==> src/rtl/seg_pkg.sv <==
// rtl/seg_pkg.sv - shared types and glyph constants for the 7-segment scan controller
package seg_pkg;

    // Scan FSM states
    typedef enum logic [1:0] {
        IDLE  = 2'd0,
        BLANK = 2'd1,
        DRIVE = 2'd2
    } scan_state_e;

    // Segment glyphs, bit order {g,f,e,d,c,b,a}, active high
    localparam logic [6:0] SEG_0    = 7'h3F;
    localparam logic [6:0] SEG_1    = 7'h06;
    localparam logic [6:0] SEG_2    = 7'h5B;
    localparam logic [6:0] SEG_3    = 7'h4F;
    localparam logic [6:0] SEG_4    = 7'h66;
    localparam logic [6:0] SEG_5    = 7'h6D;
    localparam logic [6:0] SEG_6    = 7'h7D;
    localparam logic [6:0] SEG_7    = 7'h07;
    localparam logic [6:0] SEG_8    = 7'h7F;
    localparam logic [6:0] SEG_9    = 7'h6F;
    localparam logic [6:0] SEG_DASH = 7'h40;

endpackage

==> src/rtl/bcd_to_7seg.sv <==
// rtl/bcd_to_7seg.sv - combinational BCD nibble to 7-segment glyph decoder
module bcd_to_7seg
    import seg_pkg::*;
(
    input  logic [3:0] nibble_i,
    output logic [6:0] seg_o
);

    // Non-decimal nibbles render as a dash so corrupt data is visible
    always_comb begin
        seg_o = SEG_DASH;
        case (nibble_i)
            4'd0:    seg_o = SEG_0;
            4'd1:    seg_o = SEG_1;
            4'd2:    seg_o = SEG_2;
            4'd3:    seg_o = SEG_3;
            4'd4:    seg_o = SEG_4;
            4'd5:    seg_o = SEG_5;
            4'd6:    seg_o = SEG_6;
            4'd7:    seg_o = SEG_7;
            4'd8:    seg_o = SEG_8;
            4'd9:    seg_o = SEG_9;
            default: seg_o = SEG_DASH;
        endcase
    end

endmodule

==> src/rtl/seg_scan_ctrl.sv <==
// rtl/seg_scan_ctrl.sv - multiplexed 7-segment scan scheduler with double buffer, PWM and zero blanking
module seg_scan_ctrl
    import seg_pkg::*;
#(
    parameter int NUM_DIGITS   = 3,
    parameter int SCAN_DIV     = 1000,
    parameter int BLANK_CYCLES = 16
) (
    input  logic                    clk,
    input  logic                    rst_n,
    input  logic                    enable,
    input  logic [4*NUM_DIGITS-1:0] digits_in,
    input  logic [NUM_DIGITS-1:0]   dp_in,
    input  logic                    load,
    input  logic                    lz_suppress,
    input  logic [3:0]              brightness,
    output logic [6:0]              seg_out,
    output logic                    dp_out,
    output logic [NUM_DIGITS-1:0]   digit_sel,
    output logic                    frame_done
);

    localparam int CNT_W  = $clog2(SCAN_DIV);
    localparam int SLOT_W = $clog2(NUM_DIGITS);

    localparam logic [CNT_W-1:0]  CNT_LAST   = CNT_W'(SCAN_DIV - 1);
    localparam logic [CNT_W-1:0]  BLANK_LAST = CNT_W'(BLANK_CYCLES - 1);
    localparam logic [3:0]        BLANK_LEN4 = 4'(BLANK_CYCLES);
    localparam logic [SLOT_W-1:0] SLOT_LAST  = SLOT_W'(NUM_DIGITS - 1);

    // Scan sequencing state
    scan_state_e          state_q, state_d;
    logic [SLOT_W-1:0]    slot_q,  slot_d;
    logic [CNT_W-1:0]     cnt_q,   cnt_d;
    logic                 frame_end;
    logic                 frame_start;

    // Display buffers: shadow is written by load, active is what is shown
    logic [4*NUM_DIGITS-1:0] shadow_q,    shadow_d;
    logic [NUM_DIGITS-1:0]   shadow_dp_q, shadow_dp_d;
    logic [4*NUM_DIGITS-1:0] active_q,    active_d;
    logic [NUM_DIGITS-1:0]   active_dp_q, active_dp_d;
    logic                    pending_q,   pending_d;

    // Per-slot datapath
    logic [3:0]            cur_nibble;
    logic                  cur_dp;
    logic                  cur_lz;
    logic [6:0]            glyph;
    logic [NUM_DIGITS-1:0] lz_mask;
    logic                  zeros_above;
    logic [NUM_DIGITS-1:0] slot_onehot;
    logic [3:0]            pwm_phase;
    logic                  drive_on;

    // Registered pin drivers
    logic [6:0]            seg_q,   seg_d;
    logic                  dp_q,    dp_d;
    logic [NUM_DIGITS-1:0] sel_q,   sel_d;
    logic                  fdone_q, fdone_d;

    // FSM and counters; enable low forces IDLE with slot/cnt cleared
    always_comb begin
        state_d   = state_q;
        slot_d    = slot_q;
        cnt_d     = cnt_q;
        frame_end = 1'b0;
        if (!enable) begin
            state_d = IDLE;
            slot_d  = '0;
            cnt_d   = '0;
        end else begin
            case (state_q)
                IDLE: begin
                    state_d = BLANK;
                    slot_d  = '0;
                    cnt_d   = '0;
                end
                BLANK: begin
                    cnt_d = cnt_q + 1'b1;
                    if (cnt_q == BLANK_LAST) begin
                        state_d = DRIVE;
                    end
                end
                DRIVE: begin
                    if (cnt_q == CNT_LAST) begin
                        cnt_d   = '0;
                        state_d = BLANK;
                        if (slot_q == SLOT_LAST) begin
                            slot_d    = '0;
                            frame_end = 1'b1;
                        end else begin
                            slot_d = slot_q + 1'b1;
                        end
                    end else begin
                        cnt_d = cnt_q + 1'b1;
                    end
                end
                default: begin
                    state_d = IDLE;
                    slot_d  = '0;
                    cnt_d   = '0;
                end
            endcase
        end
    end

    // Next cycle is BLANK of slot 0 coming from outside that slot
    assign frame_start = enable && ((state_q == IDLE) || frame_end);

    // Double buffer: transfer uses the pre-edge shadow, so a coincident load stays pending
    always_comb begin
        shadow_d    = shadow_q;
        shadow_dp_d = shadow_dp_q;
        active_d    = active_q;
        active_dp_d = active_dp_q;
        pending_d   = pending_q | load;
        if (load) begin
            shadow_d    = digits_in;
            shadow_dp_d = dp_in;
        end
        if (frame_start && pending_q) begin
            active_d    = shadow_q;
            active_dp_d = shadow_dp_q;
            pending_d   = load;
        end
    end

    // Leading-zero mask: digit i blanks when it and every higher digit are zero
    always_comb begin
        zeros_above = 1'b1;
        lz_mask     = '0;
        for (int i = NUM_DIGITS - 1; i >= 0; i--) begin
            zeros_above = zeros_above && (active_q[4*i +: 4] == 4'd0);
            lz_mask[i]  = zeros_above && (i != 0);
        end
    end

    // Slot-indexed selection of nibble, dp, blanking and one-hot select
    always_comb begin
        cur_nibble  = 4'd0;
        cur_dp      = 1'b0;
        cur_lz      = 1'b0;
        slot_onehot = '0;
        for (int i = 0; i < NUM_DIGITS; i++) begin
            if (slot_q == SLOT_W'(i)) begin
                cur_nibble     = active_q[4*i +: 4];
                cur_dp         = active_dp_q[i];
                cur_lz         = lz_mask[i];
                slot_onehot[i] = 1'b1;
            end
        end
    end

    bcd_to_7seg u_dec (
        .nibble_i (cur_nibble),
        .seg_o    (glyph)
    );

    // PWM phase counts from the first drive cycle, modulo 16
    assign pwm_phase = cnt_q[3:0] - BLANK_LEN4;
    assign drive_on  = enable && (state_q == DRIVE) && (pwm_phase <= brightness);

    // Pin values for the next cycle; everything is forced low outside the PWM on-window
    always_comb begin
        seg_d   = '0;
        dp_d    = 1'b0;
        sel_d   = '0;
        fdone_d = frame_end;
        if (drive_on) begin
            sel_d = slot_onehot;
            dp_d  = cur_dp;
            seg_d = (lz_suppress && cur_lz) ? 7'd0 : glyph;
        end
    end

    // Sequencing, buffer and output registers
    always_ff @(posedge clk or negedge rst_n) begin
        if (!rst_n) begin
            state_q     <= IDLE;
            slot_q      <= '0;
            cnt_q       <= '0;
            shadow_q    <= '0;
            shadow_dp_q <= '0;
            active_q    <= '0;
            active_dp_q <= '0;
            pending_q   <= 1'b0;
            seg_q       <= '0;
            dp_q        <= 1'b0;
            sel_q       <= '0;
            fdone_q     <= 1'b0;
        end else begin
            state_q     <= state_d;
            slot_q      <= slot_d;
            cnt_q       <= cnt_d;
            shadow_q    <= shadow_d;
            shadow_dp_q <= shadow_dp_d;
            active_q    <= active_d;
            active_dp_q <= active_dp_d;
            pending_q   <= pending_d;
            seg_q       <= seg_d;
            dp_q        <= dp_d;
            sel_q       <= sel_d;
            fdone_q     <= fdone_d;
        end
    end

    assign seg_out    = seg_q;
    assign dp_out     = dp_q;
    assign digit_sel  = sel_q;
    assign frame_done = fdone_q;

endmodule

==> config.mk <==
export PLATFORM = sky130hd
export DESIGN_NAME = seg_scan_ctrl
export DESIGN_NICKNAME = d
export VERILOG_FILES = /design/src/rtl/seg_pkg.sv /design/src/rtl/bcd_to_7seg.sv /design/src/rtl/seg_scan_ctrl.sv
export SDC_FILE = /design/constraint.sdc
export NUM_CORES = 1
export LEC_CHECK = 0
export CAP_MARGIN = 15
export CORE_MARGIN = 2
export CORE_UTILIZATION = 35
export DETAILED_ROUTE_END_ITERATION = 10
export PLACE_DENSITY = 0.57
export SYNTH_ARGS = -nofsm -noshare
export SYNTH_HDL_FRONTEND = slang
export SYNTH_SLANG_ARGS = --single-unit
==> constraint.sdc <==
create_clock -name clk -period 2.8 [get_ports clk]
set_clock_uncertainty 0.1 [all_clocks]
set_input_delay 0.42 -clock clk [delete_from_list [all_inputs] [get_ports clk]]
set_output_delay 0.42 -clock clk [all_outputs]
set_load 0.05 [all_outputs]
After elaboration in Yosys (flattened, before gate mapping)
Memory sizes are Yosys's and may differ from the RTL's.
Cells that the tools add are included.
- input port bits: 24
- memories kept: 1
- output and inout port bits: 12
- memory bits (read-only): 112
- bits in registers: 57
- memories (name ; words ; width ; rd ports ; clocked after memory_dff ; write ports ; RTL line ; text):
    (no name shown) ; 16 ; 7 ; 1 ; 0 ; 0 ; bcd_to_7seg.sv:12 ; case (nibble_i)
- bitwise gates (word level): 1
- order comparisons: 1
- add/sub/neg operators: 2
- reductions and logical operators: 13
- equality and inequality tests: 9
- mux-type cells: 30
- operators by type and width (operator ; number):
    $mux W10 ; 2
    $pmux W10 S2 ; 1
    $mux W7 ; 2
    $mux W1 ; 13
    $mux W2 ; 6
    $mux W4 ; 3
    $add A10 B1 Y10 const B ; 1
    $eq A10 B10 Y1 const B ; 1
    $eq A10 B4 Y1 const B ; 1
    $logic_not A4 Y1 ; 2
    $logic_and A1 B1 Y1 ; 6
    $ne A3 B3 Y1 const B ; 2
    $pmux W2 S3 ; 1
    $eq A2 B1 Y1 const B ; 2
    $eq A2 B2 Y1 const B ; 2
    $le A4 B4 Y1 ; 1
    $logic_not A2 Y1 ; 2
    $pmux W2 S2 ; 1
    $reduce_and A2 Y1 ; 2
    $mux W3 ; 1
    $add A2 B1 Y2 const B ; 1
    $ne A2 B2 Y1 const B ; 1
    $logic_or A1 B1 Y1 ; 1
    $or A1 B1 Y1 ; 1

Logic depth before layout (Yosys ltp)
- word-level depth: 9
- mapped depth: 9

Hierarchy
From an unflattened synthesis, not the netlist that was laid out.
- cells, all modules: 242
- area total of the unflattened synthesis: 2864.0 sq um
- modules (own cells, without submodules) (module ; cells each ; area an instance (sq um) ; seq. area each (sq um) ; times used):
    seg_scan_ctrl ; 213 ; 2638.8 ; 1426.4 ; 1
    bcd_to_7seg ; 29 ; 225.2 ; 0.0 ; 1

Worst setup path after synthesis
Ideal clock, no wire load.
- path type: register -> register
- start: reg slot_q[0]
- end: reg seg_q[5], in the netlist seg_out[5]
- required time: 2.601 ns
- arrival time: 2.168 ns
- stages on the path, launching flop included: 8
- path slack: 0.432 ns
- cell sequence: dfrtp_1 > buf_6 > mux2_2 > a22oi_1 > inv_1 > ha_1 > or4_1 > a311oi_1
- cells in the longest elaborated chain, start to end: 7
- elaborated cells between the ends (all ways): 12
- classes of those cells: eq/ne (2); mux (7); reduce/logical (2); memory (1)
- RTL lines (item ; RTL line ; text):
    start: declaration ; seg_scan_ctrl.sv:33 ; logic [SLOT_W-1:0] slot_q, slot_d;
    start signal: assignment ; seg_scan_ctrl.sv:194 ; slot_q <= slot_d;
    $logic_not A2 Y1 ; seg_scan_ctrl.sv:146 ; if (slot_q == SLOT_W'(i)) begin
    $mux W4 (3 in a row) ; seg_scan_ctrl.sv:146 ;
    $mem_v2 Z16 W7 ; -- ;
    $mux W7 (*) ; seg_scan_ctrl.sv:173 ; seg_d = (lz_suppress && cur_lz) ? 7'd0 : glyph;
    $mux W7 (*) ; seg_scan_ctrl.sv:170 ; if (drive_on) begin
    via seg_d[5] ; seg_scan_ctrl.sv:57 ; logic [6:0] seg_q, seg_d;
    end signal: assignment ; seg_scan_ctrl.sv:201 ; seg_q <= seg_d;
    end: declaration ; seg_scan_ctrl.sv:57 ;
Mark *: on every way through the listed nets, which the timed path passes. The rest lies on a longest branch.
A chain may end at the register's enable or synchronous reset.

Worst setup path in the final report
- start: reg slot_q[0]
- end: reg seg_q[3], in the netlist seg_out[3]
Same word-level chain as after synthesis.

==> results.cfg <==
[outcome]
status = completed

[setup_path]
worst-endpoint-arrival_ns = 2.52
required_ns = 2.94
cp_top_family = flip-flops
crit_path_max_fanout = 8
worst-setup-path-type = reg2reg
cp-startpoint = slot_q[0]
cp-end-kind = flip-flop
max_stage_delay_ns = 0.52
cp_slowest_cell = dfrtp_1
setup.worst_path.start_class = flip-flop
reg2reg_from = slot_q[0]
crit_buf_inv = 2
path_cells = mux2_2 -> a22oi_1 -> buf_4 -> ha_1 -> inv_1 -> or4_1 -> a311oi_1

[timing]
maxSlewViolCount = 0
setup_viol = 0
tightestPinTransition_ns = 0.733
finalCritPeriodShare_pct = 84.9
hold_viol = 0
fmax_mhz = 421
rsz0062_at_grt = no
slew_headroom_pct = 51.0
fin_tns_setup_ns = 0
min_period_ns = 2.38

[logic_synthesis]
synthArstFlopShare_pct = 100
synthSimpleGateAreaFrac_pct = 12.5
yosysSeqAreaShare_pct = 51.1
synth-edff-count = 0
ys_warn_count = 0
ys_ff_latch = 57
synth_cell_types = 48
synth_top_family_by_area = multiplexers
synth_xor_area_share_pct = 2.51
synthAdderAreaFrac_pct = 5.83
synthMuxAreaShare_pct = 15.9
postSynthAreaPerCell_um2 = 12.3
syn_inst = 227
synth_flop_cell = dfrtp_1
syn_area_um2 = 2790
synth_compound_gate_area_share_pct = 8.61
synth_fp_nets = 264

[grt]
grt_max_degree = 58
met1_usage_pct = 17.7
grt_antenna_before_repair = 0
grtUsageMet3_pct = 3.55
grt_overflow_total = 0
busiest_layer = met2
grtUsageMet2_pct = 19.5
grt_pass1_vias = 1888
grt_usage_pct = 13.3
grt_pass1_wl_mm = 8.94

[clock_tree]
cts-htree-levels = 3
cts_setup_buffers = 0
ctsResizeCount = 0
cts.sinks = 57
clk_latency_ns = 0.33
ctsHoldBuffers = 0
cts.reportedPaths.clkPinSlew_ns = 0.07
numCtsBuffers = 9
max-clock-path-buffers = 2
cts_tree = yes
root_buffer = clkbuf_8

[cells_and_area]
final_util_pct = 45.7
diodes = 0
area_delta_synth_final_pct = 26.6
drive_above_1_share_pct = 22.8
multi_input_area_um2 = 1260
fin_area_um2 = 3530
nets = 308
final-seq-area_um2 = 1430
n_fill_cell = 728

[drt]
drc = 0
vias = 1829
wire_per_inst_um = 13.7
via_per_inst = 4.84
first_pass_iters = 4
drtIter0Drc = 134
wirelength_mm = 5.17
ant_nets = 0

[power]
power_density_nw_per_um2 = 680
p_int_mw = 1.83
power_mw = 2.40
vdd_ir_drop_max_uv = 339
leakagePower_nw = 1.54
switching_share_pct = 24.1
power.share.clock_pct = 41.4
p_switching_uw = 578
power_frac_seq_pct = 41.4
p_comb_share_pct = 17.2

[floorplanning]
core-area_um2 = 7730
rows = 32
ios = 36
die_w_um = 93.3
die_h_um = 93.3
initial_core_util_pct = 36.1
dieArea_um2 = 8700

[placed_design]
place.gp.congestion = 0.772
io_buffer_count = 35
placed_cell_area_um2 = 3270
dp.final_hpwl_mm = 3.62

[min_path]
worstHoldPathType = in2async

[job]
max-cap-violations = 0
[synth_stat cells (4+ instances only)]
master / count / share of area (%)
ha_1: 13 / 5.8
o21ai_0: 5 / 0.90
nor2_1: 16 / 2.2
nand2_1: 8 / 1.1
xnor2_1: 5 / 1.6
inv_1: 12 / 1.6
mux2_4: 11 / 5.9
nor3_1: 6 / 1.1
nand3_1: 4 / 0.72
clkbuf_1: 6 / 0.81
a211oi_1: 4 / 1.1
mux2_2: 21 / 8.5
dfrtp_1: 57 / 51
[final cells by class]
class | instances | area share, %
inverter | 12 | 1.28
clock inverter | 4 | 2.76
multi-input combinational | 148 | 35.8
sequential | 57 | 40.4
clock buffer | 12 | 4.68
timing repair buffer | 43 | 11.5
tap | 102 | 3.61
[flip-flops by register name, summed over array words and instances, names as in the netlist, 2 cells and up]
| name | cells |
|---|---|
| seg_out | 7 |
| slot_q | 2 |
| shadow_q | 12 |
| cnt_q | 10 |
| digit_sel | 3 |
| shadow_dp_q | 3 |
| active_q | 12 |
| active_dp_q | 3 |
| state_q | 2 |
[stage by stage]
step                      worst slack [ns]  hold slack (ns)  cells
after floorplan                      0.432           0.0244    227
after global placement               0.360            0.369    362
after detailed placement             0.352            0.382    362
after CTS                            0.428            0.140    378
after global routing                 0.289            0.186    378
final                                0.422            0.126    378
[per-layer routing]
| metal | up-vias | part of all wire (%) |
|---|---|---|
| li1 | 901 | - |
| met3 | 10 | 3.9 |
| met4 | 0 | 2.2 |
| met2 | 34 | 44 |
| met5 | - | 0 |
| met1 | 884 | 50 |
[placed cells by master (no fill, tap or decap), types with 2 or more instances in the layout]
cell             count
nor2b_1              3
a311oi_1             3
nand4b_1             3
mux2_1               2
xor2_1               3
xnor2_1              5
nor4_1               3
a211oi_1             4
nor2_1              16
o31ai_1              2
nor3_1               6
a21o_1               2
a21oi_1              3
nand2_1              8
mux2i_1              2
buf_4                8
dfrtp_1             57
bufinv_16            3
mux2_4              11
ha_1                13
a22oi_1              3
or4_1                3
and3_1               3
a22o_1               2
clkbuf_8            12
clkdlybuf4s50_1     34
o21ai_0              5
inv_1               12
nand3_1              4
mux2_2              21
[kinds of logic (layout without fill, tap and decap cells)]
kind of cell,after synthesis,in the layout
AO/OA/AOI/OAI,32,32
XOR/XNOR,8,8
adder cells (fa/ha/maj),13,13
buffers and inverters,22,71
flip-flops,57,57
multiplexers,36,36
AND/OR/NAND/NOR,59,59
[path summary, 6_finish.rpt]
kind	end	slack, ns	cells past startpoint
hold reg to reg	cnt_q[0]	0.39	1
max in group asynchronous	state_q[0]	2.01	2
hold / removal	shadow_q[0]	0.13	2
setup reg to reg	seg_out[3]	0.42	7
setup / recovery	seg_out[3]	0.42	7
min in group clk	cnt_q[0]	0.39	1
[power by group through the flow]
| stage | Clock (mW) | Sequential (mW) | Combinational, mW |
|---|---|---|---|
| 2_1_floorplan | 0 | 0.980 | 0.305 |
| 3_3_place_gp | 0 | 1.01 | 0.406 |
| 3_5_place_dp | 0 | 1.01 | 0.414 |
| 4_1_cts | 1.02 | 0.998 | 0.417 |
| 5_1_grt | 1.07 | 1.01 | 0.456 |
| 6_report | 0.995 | 0.995 | 0.413 |
No activity file was read; power rests on OpenSTA's default activity.
